--- src/rtl/mips_pipe_pkg.sv ---
// Shared MIPS pipeline definitions: control bundle layout, bubble constant,
// forward-select encodings and the ID/EX datapath payload.
package mips_pipe_pkg;

   localparam int unsigned XLEN   = 32;
   localparam int unsigned REG_AW = 5;
   localparam int unsigned CTRL_W = 9;

   // Control bundle bit positions
   localparam int unsigned CTRL_REGWRITE = 8;
   localparam int unsigned CTRL_MEMTOREG = 7;
   localparam int unsigned CTRL_MEMREAD  = 6;
   localparam int unsigned CTRL_MEMWRITE = 5;
   localparam int unsigned CTRL_ALUSRC   = 4;
   localparam int unsigned CTRL_REGDST   = 3;
   localparam int unsigned CTRL_BRANCH   = 2;
   localparam int unsigned CTRL_ALUOP_HI = 1;
   localparam int unsigned CTRL_ALUOP_LO = 0;

   localparam logic [CTRL_W-1:0] CTRL_NOP = '0;

   typedef enum logic [1:0] {
      FWD_ID  = 2'b00,
      FWD_WB  = 2'b01,
      FWD_MEM = 2'b10
   } fwd_sel_e;

   typedef struct packed {
      logic [XLEN-1:0]   read_data_1;
      logic [XLEN-1:0]   read_data_2;
      logic [XLEN-1:0]   sign_extend;
      logic [REG_AW-1:0] rs;
      logic [REG_AW-1:0] rt;
      logic [REG_AW-1:0] rd;
   } id_ex_data_t;

   // Register 0 is hardwired, so it never matches anything.
   function automatic logic reg_match(input logic [REG_AW-1:0] a,
                                      input logic [REG_AW-1:0] b);
      return (a != '0) && (a == b);
   endfunction

endpackage

--- src/rtl/load_use_detect.sv ---
// Combinational load-use hazard detection producing the front-end stall.
module load_use_detect
   import mips_pipe_pkg::*;
(
   input  logic              valid_ex,
   input  logic              mem_read_ex,
   input  logic [REG_AW-1:0] rt_ex,
   input  logic [REG_AW-1:0] rs_id,
   input  logic [REG_AW-1:0] rt_id,
   input  logic              hold,
   output logic              load_use_c,
   output logic              stall_c
);

   assign load_use_c = valid_ex & mem_read_ex &
                       (reg_match(rt_ex, rs_id) | reg_match(rt_ex, rt_id));
   assign stall_c    = load_use_c | hold;

endmodule

--- src/rtl/id_ex_stage_register.sv ---
// ID/EX pipeline register with load-use bubble insertion, flush and hold.
// Optional WB write-through on capture: define ID_EX_WB_BYPASS_EN.
module id_ex_stage_register #(
   parameter int unsigned CTRL_W = mips_pipe_pkg::CTRL_W
) (
   input  logic                                Clk,
   input  logic                                Reset_n,
   input  logic [mips_pipe_pkg::XLEN-1:0]      Read_Data_1_ID,
   input  logic [mips_pipe_pkg::XLEN-1:0]      Read_Data_2_ID,
   input  logic [mips_pipe_pkg::XLEN-1:0]      Sign_Extend_ID,
   input  logic [mips_pipe_pkg::REG_AW-1:0]    Rs_ID,
   input  logic [mips_pipe_pkg::REG_AW-1:0]    Rt_ID,
   input  logic [mips_pipe_pkg::REG_AW-1:0]    Rd_ID,
   input  logic [CTRL_W-1:0]                   Control_ID,
   input  logic                                Flush_EX,
   input  logic                                Hold_EX,
   input  logic                                Reg_Write_WB,
   input  logic [mips_pipe_pkg::REG_AW-1:0]    Write_Register_WB,
   input  logic [mips_pipe_pkg::XLEN-1:0]      Write_Data_WB,
   output logic [mips_pipe_pkg::XLEN-1:0]      Read_Data_1_EX,
   output logic [mips_pipe_pkg::XLEN-1:0]      Read_Data_2_EX,
   output logic [mips_pipe_pkg::XLEN-1:0]      Sign_Extend_EX,
   output logic [mips_pipe_pkg::REG_AW-1:0]    Rs_EX,
   output logic [mips_pipe_pkg::REG_AW-1:0]    Rt_EX,
   output logic [mips_pipe_pkg::REG_AW-1:0]    Rd_EX,
   output logic [CTRL_W-1:0]                   Control_EX,
   output logic                                Valid_EX,
   output logic                                Stall_ID
);

   import mips_pipe_pkg::*;

   id_ex_data_t       data_q, data_d, data_cap;
   logic [CTRL_W-1:0] ctrl_q, ctrl_d;
   logic              valid_q, valid_d;
   logic              load_use_c;

   load_use_detect u_load_use_detect (
      .valid_ex    (valid_q),
      .mem_read_ex (ctrl_q[CTRL_MEMREAD]),
      .rt_ex       (data_q.rt),
      .rs_id       (Rs_ID),
      .rt_id       (Rt_ID),
      .hold        (Hold_EX),
      .load_use_c  (load_use_c),
      .stall_c     (Stall_ID)
   );

   // Operand capture, optionally taking the value being written back this cycle
   always_comb begin
      data_cap             = '0;
      data_cap.read_data_1 = Read_Data_1_ID;
      data_cap.read_data_2 = Read_Data_2_ID;
      data_cap.sign_extend = Sign_Extend_ID;
      data_cap.rs          = Rs_ID;
      data_cap.rt          = Rt_ID;
      data_cap.rd          = Rd_ID;
`ifdef ID_EX_WB_BYPASS_EN
      if (Reg_Write_WB && reg_match(Write_Register_WB, Rs_ID))
         data_cap.read_data_1 = Write_Data_WB;
      if (Reg_Write_WB && reg_match(Write_Register_WB, Rt_ID))
         data_cap.read_data_2 = Write_Data_WB;
`endif
   end

`ifndef ID_EX_WB_BYPASS_EN
   logic unused_wb;
   assign unused_wb = ^{Reg_Write_WB, Write_Register_WB, Write_Data_WB};
`endif

   // Update priority: flush, hold, load-use bubble, normal capture
   always_comb begin
      data_d  = data_q;
      ctrl_d  = ctrl_q;
      valid_d = valid_q;
      if (Flush_EX) begin
         data_d  = '0;
         ctrl_d  = CTRL_W'(CTRL_NOP);
         valid_d = 1'b0;
      end else if (Hold_EX) begin
         data_d  = data_q;
      end else if (load_use_c) begin
         data_d  = '0;
         ctrl_d  = CTRL_W'(CTRL_NOP);
         valid_d = 1'b0;
      end else begin
         data_d  = data_cap;
         ctrl_d  = Control_ID;
         valid_d = 1'b1;
      end
   end

   always_ff @(posedge Clk or negedge Reset_n) begin
      if (!Reset_n) begin
         data_q  <= '0;
         ctrl_q  <= '0;
         valid_q <= 1'b0;
      end else begin
         data_q  <= data_d;
         ctrl_q  <= ctrl_d;
         valid_q <= valid_d;
      end
   end

   assign Read_Data_1_EX = data_q.read_data_1;
   assign Read_Data_2_EX = data_q.read_data_2;
   assign Sign_Extend_EX = data_q.sign_extend;
   assign Rs_EX          = data_q.rs;
   assign Rt_EX          = data_q.rt;
   assign Rd_EX          = data_q.rd;
   assign Control_EX     = ctrl_q;
   assign Valid_EX       = valid_q;

endmodule
--- config.mk ---
export PLATFORM = sky130hd
export DESIGN_NAME = id_ex_stage_register
export DESIGN_NICKNAME = d
export VERILOG_FILES = /design/src/rtl/mips_pipe_pkg.sv /design/src/rtl/load_use_detect.sv /design/src/rtl/id_ex_stage_register.sv
export SDC_FILE = /design/constraint.sdc
export NUM_CORES = 1
export LEC_CHECK = 0
export CAP_MARGIN = 25
export CORE_ASPECT_RATIO = 1.4
export CORE_MARGIN = 5
export CORE_UTILIZATION = 41
export CTS_BUF_LIST = sky130_fd_sc_hd__clkbuf_16
export CTS_CLUSTER_SIZE = 25
export DETAILED_ROUTE_END_ITERATION = 8
export PLACE_DENSITY = 0.85
export REMOVE_ABC_BUFFERS = 1
export SLEW_MARGIN = 40
export SYNTH_ARGS = -nofsm -noshare
export SYNTH_HDL_FRONTEND = slang
export SYNTH_SLANG_ARGS = --single-unit
--- constraint.sdc ---
create_clock -name Clk -period 5.9 [get_ports Clk]
set_clock_uncertainty 0.05 [all_clocks]
set_input_delay 1.18 -clock Clk [delete_from_list [all_inputs] [get_ports Clk]]
set_output_delay 1.18 -clock Clk [all_outputs]
set_load 0.01 [all_outputs]
After elaboration in Yosys (flattened, before gate mapping):

Index checks and enable logic that the tools add are counted.

* bitwise logic cells: 4
* reductions and logical operators: 3
* mux-type cells: 9
* equal/unequal tests: 3

Operators with widths (count)
* $mux W111: 3
* $mux W9: 3
* $eq A5 B5 Y1: 2
* $reduce_bool A5 Y1: 1
* $mux W1: 3
* $and A1 B1 Y1: 2
* $logic_and A1 B1 Y1: 2
* $ne A2 B2 Y1 const B: 1
* $or A1 B1 Y1: 2

* bits of input ports: 162
* word-level logic and storage cells: 27
* output and inout port bits: 122
* register bits after elaboration: 121

Depth between registers and ports, before layout:

Gate-level depths: netlist (run 1).

* depth in word-level cells: 7
* depth in mapped cells: 7
* gate-level depth less buffers: 4

Modules after synthesis:

From an unflattened synthesis (run 1), not the netlist that was laid out.

* cell total of the unflattened synthesis: 304
* area, all modules: 4653.2 um2

Modules (own cells, without submodules)
* id_ex_stage_register: times used 1, cells each 285, area an instance 4509.3 um2
* load_use_detect: times used 1, cells each 19, area an instance 143.9 um2

Worst setup path after synthesis (run 1):

OpenSTA, ideal clock, no wires.

* path kind: input-to-output
* from: input Rs_ID[4] (netlist bit)
* to: output Stall_ID
* data required time: 4.670 ns
* cell stages on the path: 5
* path slack: 2.554 ns
* arrival: 2.116 ns
* path buffers: 1
* cells stage by stage: xnor2_1 nand3_1 o22a_1 clkbuf_1 o21ai_0

* cells in the longest elaborated chain, start to end: 5

RTL lines
* from (decl): line id_ex_stage_register.sv:11 `input logic [mips_pipe_pkg::REG_AW-1:0] Rs_ID,`
* $eq A5 B5 Y1: line mips_pipe_pkg.sv:40 `return (a != '0) && (a == b);`
* $logic_and A1 B1 Y1: line mips_pipe_pkg.sv:40
* $or A1 B1 Y1: line load_use_detect.sv:16 `(reg_match(rt_ex, rs_id) | reg_match(rt_ex, rt_id));`
* $and A1 B1 Y1: line load_use_detect.sv:15 `assign load_use_c = valid_ex & mem_read_ex &`
* $or A1 B1 Y1: line load_use_detect.sv:17 `assign stall_c = load_use_c | hold;`
* to (decl): line id_ex_stage_register.sv:28 `output logic Stall_ID`

Every way passes these cells.

Worst setup path in the final report (run 1):

* from: input Rt_ID[0] (netlist bit)
* to: output Stall_ID

* cells in the longest elaborated chain, start to end: 5

RTL lines
* from (decl): line id_ex_stage_register.sv:12 `input logic [mips_pipe_pkg::REG_AW-1:0] Rt_ID,`
* $eq A5 B5 Y1: line mips_pipe_pkg.sv:40
* $logic_and A1 B1 Y1: line mips_pipe_pkg.sv:40
* $or A1 B1 Y1: line load_use_detect.sv:16
* $and A1 B1 Y1: line load_use_detect.sv:15
* $or A1 B1 Y1: line load_use_detect.sv:17

Every way passes these cells.

==> results of run 1 <==
-- sequential cells by signal, summed over array words and instances (netlist names) --
name / cells
Rt_EX: 5
Read_Data_1_EX: 32
Sign_Extend_EX: 32
Control_EX: 9
Valid_EX: 1
Rs_EX: 5
Rd_EX: 5
Read_Data_2_EX: 32
-- worst max-delay path, delay by kind of cell --
kind            cells  cell delay [ps]
compound gates      2              770
buf+inv             2             1160
simple gates        1              130
xor+xnor            1              130
-- cells in the final DEF, fill, tap and decap left out, drive strengths merged, types with 5 or more instances in the layout --
| cell type | netlist | final |
|---|---|---|
| clkdlybuf4s50 | 0 | 244 |
| dfrtp | 121 | 121 |
| and3 | 118 | 118 |
| a21o | 118 | 118 |
| a22o | 113 | 113 |
| clkbuf | 47 | 18 |
| xnor2 | 10 | 10 |
| buf | 19 | 9 |
| clkinvlp | 0 | 6 |
| a32o | 5 | 5 |
| inv | 3 | 5 |
| clkinv | 0 | 5 |
-- cell type report --
type                       count  area share, %
tap                          192          2.588
sequential                   121          32.62
clock buffer                  17          4.583
clock inverter                15          1.644
inverter                       3         0.1483
timing repair buffer         254          27.23
multi-input combinational    383          31.19
-- logic make-up after synthesis --
kind of cell	Yosys count	share of synthesized area, %
flip-flops	121	48.83
AO/OA/AOI/OAI	245	32.26
AND/OR/NAND/NOR	128	12.61
buffers and inverters	69	4.883
XOR/XNOR	10	1.412
-- metrics by stage --
step	setup TNS [ps]	area, um^2	cells	hold slack, ps	utilization (%)
3_5_place_dp	0	8698	953	437.5	58.30
3_3_place_gp	0	8692	953	437.7	58.26
2_1_floorplan	-51380	5909	507	477.1	-
4_1_cts	0	9276	985	455.8	62.17
5_1_grt	0	9283	985	510.7	62.21
6_report	0	9283	985	453.6	62.21
-- where the power goes --
| group | switching (uW) | internal, uW | total (uW) |
|---|---|---|---|
| sequential | 54.1 | 918 | 972 |
| clock | 396 | 621 | 1020 |
| combinational | 257 | 343 | 600 |
-- worst max path at each step --
stage	slack, ps	start	to	cells after the start
after floorplan	-450	Hold_EX	Control_EX[0]	4
after global placement	1240	Rs_ID[4]	Stall_ID	6
after detailed placement	1220	Rs_ID[4]	Stall_ID	6
after CTS	1220	Rs_ID[4]	Stall_ID	6
after global routing	1110	Rs_ID[0]	Stall_ID	6
final	1290	Rt_ID[0]	Stall_ID	6
-- per-layer routing --
metal / up-vias / global-route usage (%) / wire length, um
met5: - / 0 / 0
met4: 0 / 11.60 / 924
met3: 61 / 5.681 / 1273
met2: 207 / 34.28 / 9572
met1: 2722 / 26.14 / 7635
li1: 2595 / - / -
==> reports/qor.json, run 1 <==
{
  "worst_setup_path": {
    "crit_chain": "clkdlybuf4s50_1 > xnor2_1 > nand3_1 > o22a_4 > o21ai_0 > clkdlybuf4s50_1",
    "reg2reg_to": "Sign_Extend_EX[30]",
    "timing.reg2reg.worst_path_depth": 6,
    "worst_setup_path_start_kind": "input port",
    "critical_path_class": "input port to output pin",
    "crit_path_max_fanout": 45,
    "timing.critical_path.to_type": "output pin",
    "r2r-start": "Rt_EX[0]",
    "r2r_slack_ps": 3080,
    "critical-path-max-stage-delay_ps": 660,
    "cpMaxStageDelayCell": "sky130_fd_sc_hd__clkdlybuf4s50_1",
    "worst-endpoint-required_ps": 4670,
    "critPathMostFrequentCell": "sky130_fd_sc_hd__clkdlybuf4s50_1",
    "cp.arrival_ps": 3380
  },
  "pwr": {
    "power.ir.vdd_worst_uv": 162.3,
    "powerDensity_nw_per_um2": 278.8,
    "static-leakage-power_uw": 0.005012,
    "post-layout-total-power_uw": 2588
  },
  "hold_path": {
    "whs_endpoint": "Control_EX[8]",
    "worstHoldPathType": "register to register",
    "hp-start": "Control_EX[8]",
    "worst_hold_path.num_cells": 2
  },
  "yosys": {
    "postSynthCellCount": 573,
    "synth_most_common_cell": "sky130_fd_sc_hd__dfrtp_1",
    "synth.cells.most_frequent": "sky130_fd_sc_hd__dfrtp_1 (121), sky130_fd_sc_hd__a21o_1 (118), sky130_fd_sc_hd__and3_1 (118)",
    "netlist_top_cells_area": "sky130_fd_sc_hd__dfrtp_1 (49%), sky130_fd_sc_hd__a22o_1 (16%), sky130_fd_sc_hd__a21o_1 (14%)",
    "yosys.area.top_type_share_pct": 48.83,
    "synth-seq-area-share_pct": 48.83,
    "synthesis.area_per_instance_um2": 10.82,
    "synth-main-ff-cell": "sky130_fd_sc_hd__dfrtp_1",
    "synth_enable_flop_cells": 0,
    "synth_top_cell_by_area": "sky130_fd_sc_hd__dfrtp_1",
    "yosys_warnings": 0,
    "ff_latch_count_synth": 121,
    "netlist-cell-type-count": 22,
    "syn_area_um2": 6201,
    "ys_async_sr_fraction_pct": 100.0
  },
  "finish": {
    "multi_input_comb_area_um2": 2895,
    "antenna-diode-count": 0,
    "register_area_um2": 3028,
    "synthToLayoutAreaGrowth_pct": 49.70,
    "final_layout_size_suffix_gt1_share_pct": 5.801,
    "fill_cells": 1197,
    "final_net_count": 942
  },
  "floorplan": {
    "die_area_um2": 17720,
    "floorplan.initialDensity_pct": 41.56,
    "die_h_um": 155.5,
    "design.core.area_um2": 14920,
    "num_io_pins": 284,
    "std_cell_rows": 53,
    "floorplan.die.width_um": 113.9
  },
  "run_status": {
    "status": "complete, no violations"
  },
  "clock_tree": {
    "path_clk_slew_ps": 60,
    "tritoncts": "done",
    "clock_insertion_delay_worst_skew_ps": 410,
    "cts_resized": 0,
    "cts-buffers-inserted": 17,
    "holdBufCountCts": 0,
    "clk_root_buffer_cell": "sky130_fd_sc_hd__clkbuf_16",
    "post_cts.repair.setup_buffers": 0,
    "clock_sinks": 121,
    "cts-root-to-sink-buffers": 2,
    "cts_htree_levels": 4
  },
  "global_route": {
    "grt_start_max_net_pins": 79,
    "grt_antenna_before_repair": 0,
    "grtUsageTotal_pct": 21.38,
    "grt_pass1_vias": 5686,
    "grt_first_pass_wirelength_mm": 30.31,
    "grt.overflow.total": 0
  },
  "timing": {
    "relSlewSlack_pct": 43.55,
    "setup_repair_after_global_routing_missed_its_margin": "no",
    "post-route-min-period_ps": 4607,
    "max_slew.worst_pin.slew_ps": 846.7,
    "final-max-slew-violation-count": 0,
    "fin_ws_ps": 1293,
    "report.final.hold_viol_count": 0,
    "final_setup_violation_count": 0,
    "fmaxAchievable_ghz": 0.2171,
    "timing.final.crit_share_pct": 78.08
  },
  "route": {
    "avgRoutedWirePerCell_um": 19.70,
    "finalWirelength_mm": 19.41,
    "drt_pass1_iterations": 4,
    "vias_per_cell": 5.670,
    "ant_nets": 0,
    "drt-initial-drc-count": 391,
    "drcViolationCount": 0,
    "routed-via-count": 5585
  },
  "place": {
    "detailed_place_hpwl_mm": 12.55,
    "dp_worst_setup_slack_ps": 1221,
    "place_congestion": 0.8001,
    "placement.io_buffers": 245
  },
  "run": {
    "drv.max_cap_violation_count": 0
  }
}
Note: power is estimated with default switching activity, not from simulation.
==> inputs of run 2 (changes only) <==
==> constraint.sdc (replaced) <==
create_clock -name Clk -period 4.4 [get_ports Clk]
set_clock_uncertainty 0.05 [all_clocks]
set_input_delay 0.88 -clock Clk [delete_from_list [all_inputs] [get_ports Clk]]
set_output_delay 0.88 -clock Clk [all_outputs]
set_load 0.01 [all_outputs]
==> run 2 against run 1 <==
  * Sequential power up 34%
  * First-iteration DRC count up 19%
  * Worst hold slack worse by 53 ps
  * Global-route usage up 0.16 points
  * Cell area up 0.13%
  * Critical path type unchanged
  * Largest cell class unchanged
==> reports/qor.json, run 2 (synthesized netlist as in run 1, its figures left out) <==
{
  "run_status": {
    "status": "complete, no violations"
  },
  "worst_setup_path": {
    "r2r_slack_ps": 1580,
    "crit_path_max_fanout": 2,
    "reg2reg_to": "Valid_EX",
    "critical_path_class": "input port to output pin",
    "timing.critical_path.to_type": "output pin",
    "worst_setup_path_start_kind": "input port",
    "timing.reg2reg.worst_path_depth": 6,
    "r2r-start": "Rt_EX[0]",
    "cp.arrival_ps": 2870,
    "worst-endpoint-required_ps": 3470
  },
  "floorplan": {
    "std_cell_rows": 53,
    "floorplan.die.width_um": 113.9,
    "floorplan.initialDensity_pct": 41.56,
    "design.core.area_um2": 14920,
    "die_h_um": 155.5,
    "num_io_pins": 284,
    "die_area_um2": 17720
  },
  "finish": {
    "fin_util_pct": 62.30,
    "synthToLayoutAreaGrowth_pct": 49.90,
    "mostFrequentLayoutCell": "sky130_fd_sc_hd__clkdlybuf4s50_1",
    "fill_cells": 1224,
    "final_layout_size_suffix_gt1_share_pct": 5.549,
    "final_cell_mix": "sky130_fd_sc_hd__clkdlybuf4s50_1 (244), sky130_fd_sc_hd__dfrtp_1 (121), sky130_fd_sc_hd__and3_1 (118), sky130_fd_sc_hd__a21o_1 (118), sky130_fd_sc_hd__a22o_1 (113)",
    "final_net_count": 942
  },
  "timing": {
    "relSlewSlack_pct": 46.73,
    "final-max-slew-violation-count": 0,
    "setup_repair_after_global_routing_missed_its_margin": "no",
    "max_slew.worst_pin.slew_ps": 799.1,
    "report.final.hold_viol_count": 0,
    "tns_ps": 0,
    "fmaxAchievable_ghz": 0.2634,
    "final.hold.worst_slack_ps": 400.1,
    "final_setup_violation_count": 0,
    "post-route-min-period_ps": 3796,
    "timing.final.crit_share_pct": 86.27
  },
  "global_route": {
    "grt_pass1_vias": 5699,
    "grtUsageTotal_pct": 21.54,
    "grt.overflow.total": 0,
    "grt_antenna_before_repair": 1,
    "grt_start_max_net_pins": 120,
    "grt_first_pass_wirelength_mm": 30.62
  },
  "clock_tree": {
    "clk_root_buffer_cell": "sky130_fd_sc_hd__clkbuf_16",
    "tritoncts": "done",
    "path_clk_slew_ps": 60,
    "clock_sinks": 121,
    "cts-buffers-inserted": 17,
    "cts_htree_levels": 4,
    "clock_insertion_delay_worst_skew_ps": 410,
    "post_cts.repair.setup_buffers": 0,
    "cts_resized": 0,
    "holdBufCountCts": 0,
    "cts-root-to-sink-buffers": 2
  },
  "route": {
    "drt-initial-drc-count": 467,
    "drt_pass1_iterations": 4,
    "drcViolationCount": 0,
    "vias_per_cell": 5.700,
    "avgRoutedWirePerCell_um": 19.96,
    "finalWirelength_mm": 19.68,
    "ant_nets": 0,
    "routed-via-count": 5620
  },
  "hold_path": {
    "worstHoldPathType": "input port to async pin"
  },
  "pwr": {
    "post-layout-total-power_uw": 3445,
    "cell_int_power_uw": 2514,
    "power.ir.vdd_worst_uv": 213.2,
    "sequentialPowerShare_pct": 37.8,
    "power.net_switching_uw": 930.7,
    "powerDensity_nw_per_um2": 370.6,
    "combinationalPowerShare_pct": 23.5,
    "power.clock.fraction_pct": 38.7,
    "static-leakage-power_uw": 0.005022,
    "switching_share_pct": 27.01
  },
  "place": {
    "place_congestion": 0.8216,
    "placement.io_buffers": 245,
    "detailed_place_hpwl_mm": 12.34
  },
  "run": {
    "drv.max_cap_violation_count": 0
  }
}
run 2: layout make-up:
type	count	area, um^2	area share, %
clock inverter	15	136.4	1.467
tap	192	240.2	2.584
timing repair buffer	254	2554	27.47
sequential	121	3028	32.58
antenna	1	2.502	0.02692
multi-input combinational	383	2895	31.15
inverter	3	13.76	0.1481
clock buffer	17	425.4	4.577
run 2: worst max-delay path by stage:
stage	cells after the start	endpoint	start	slack (ps)
3_3_place_gp	6	Stall_ID	Rs_ID[0]	580
4_1_cts	6	Stall_ID	Rt_ID[0]	590
2_1_floorplan	4	Control_EX[0]	Hold_EX	-1650
6_report	6	Stall_ID	Rt_ID[0]	600
5_1_grt	6	Stall_ID	Rs_ID[4]	530
3_5_place_dp	6	Stall_ID	Rs_ID[0]	590
run 2: through the flow:
stage | setup slack, ps | instance area, um^2 | std cells
detailed placement | 594.6 | 8731 | 953
global route | 534.1 | 9293 | 985
CTS | 586.4 | 9293 | 985
floorplan | -1655 | 5909 | 507
finish | 604.1 | 9295 | 986
global placement | 580.7 | 8717 | 953
run 2: routing by layer:
metal	wire, um	share of wire, %	track usage, %	vias up
li1	-	-	-	2593
met1	7772	39	26.51	2774
met2	9889	50	35.15	203
met3	1190	6.0	5.370	48
met4	811	4.1	10.58	2
met5	19	0.097	0	-
run 2: critical path, cell delays in order:
cell	delay, ps
sky130_fd_sc_hd__clkdlybuf4s50_1	500
sky130_fd_sc_hd__xnor2_1	150
sky130_fd_sc_hd__nand3_1	140
sky130_fd_sc_hd__o22a_4	230
sky130_fd_sc_hd__o21ai_0	270
sky130_fd_sc_hd__clkdlybuf4s50_1	700
run 2: power groups by stage:
stage	Sequential [uW]	Combinational (uW)	Clock (uW)
finish	1300	808	1330
detailed placement	1320	813	0
floorplan	1370	283	0
global route	1320	864	1420
global placement	1310	803	0
CTS	1300	818	1370
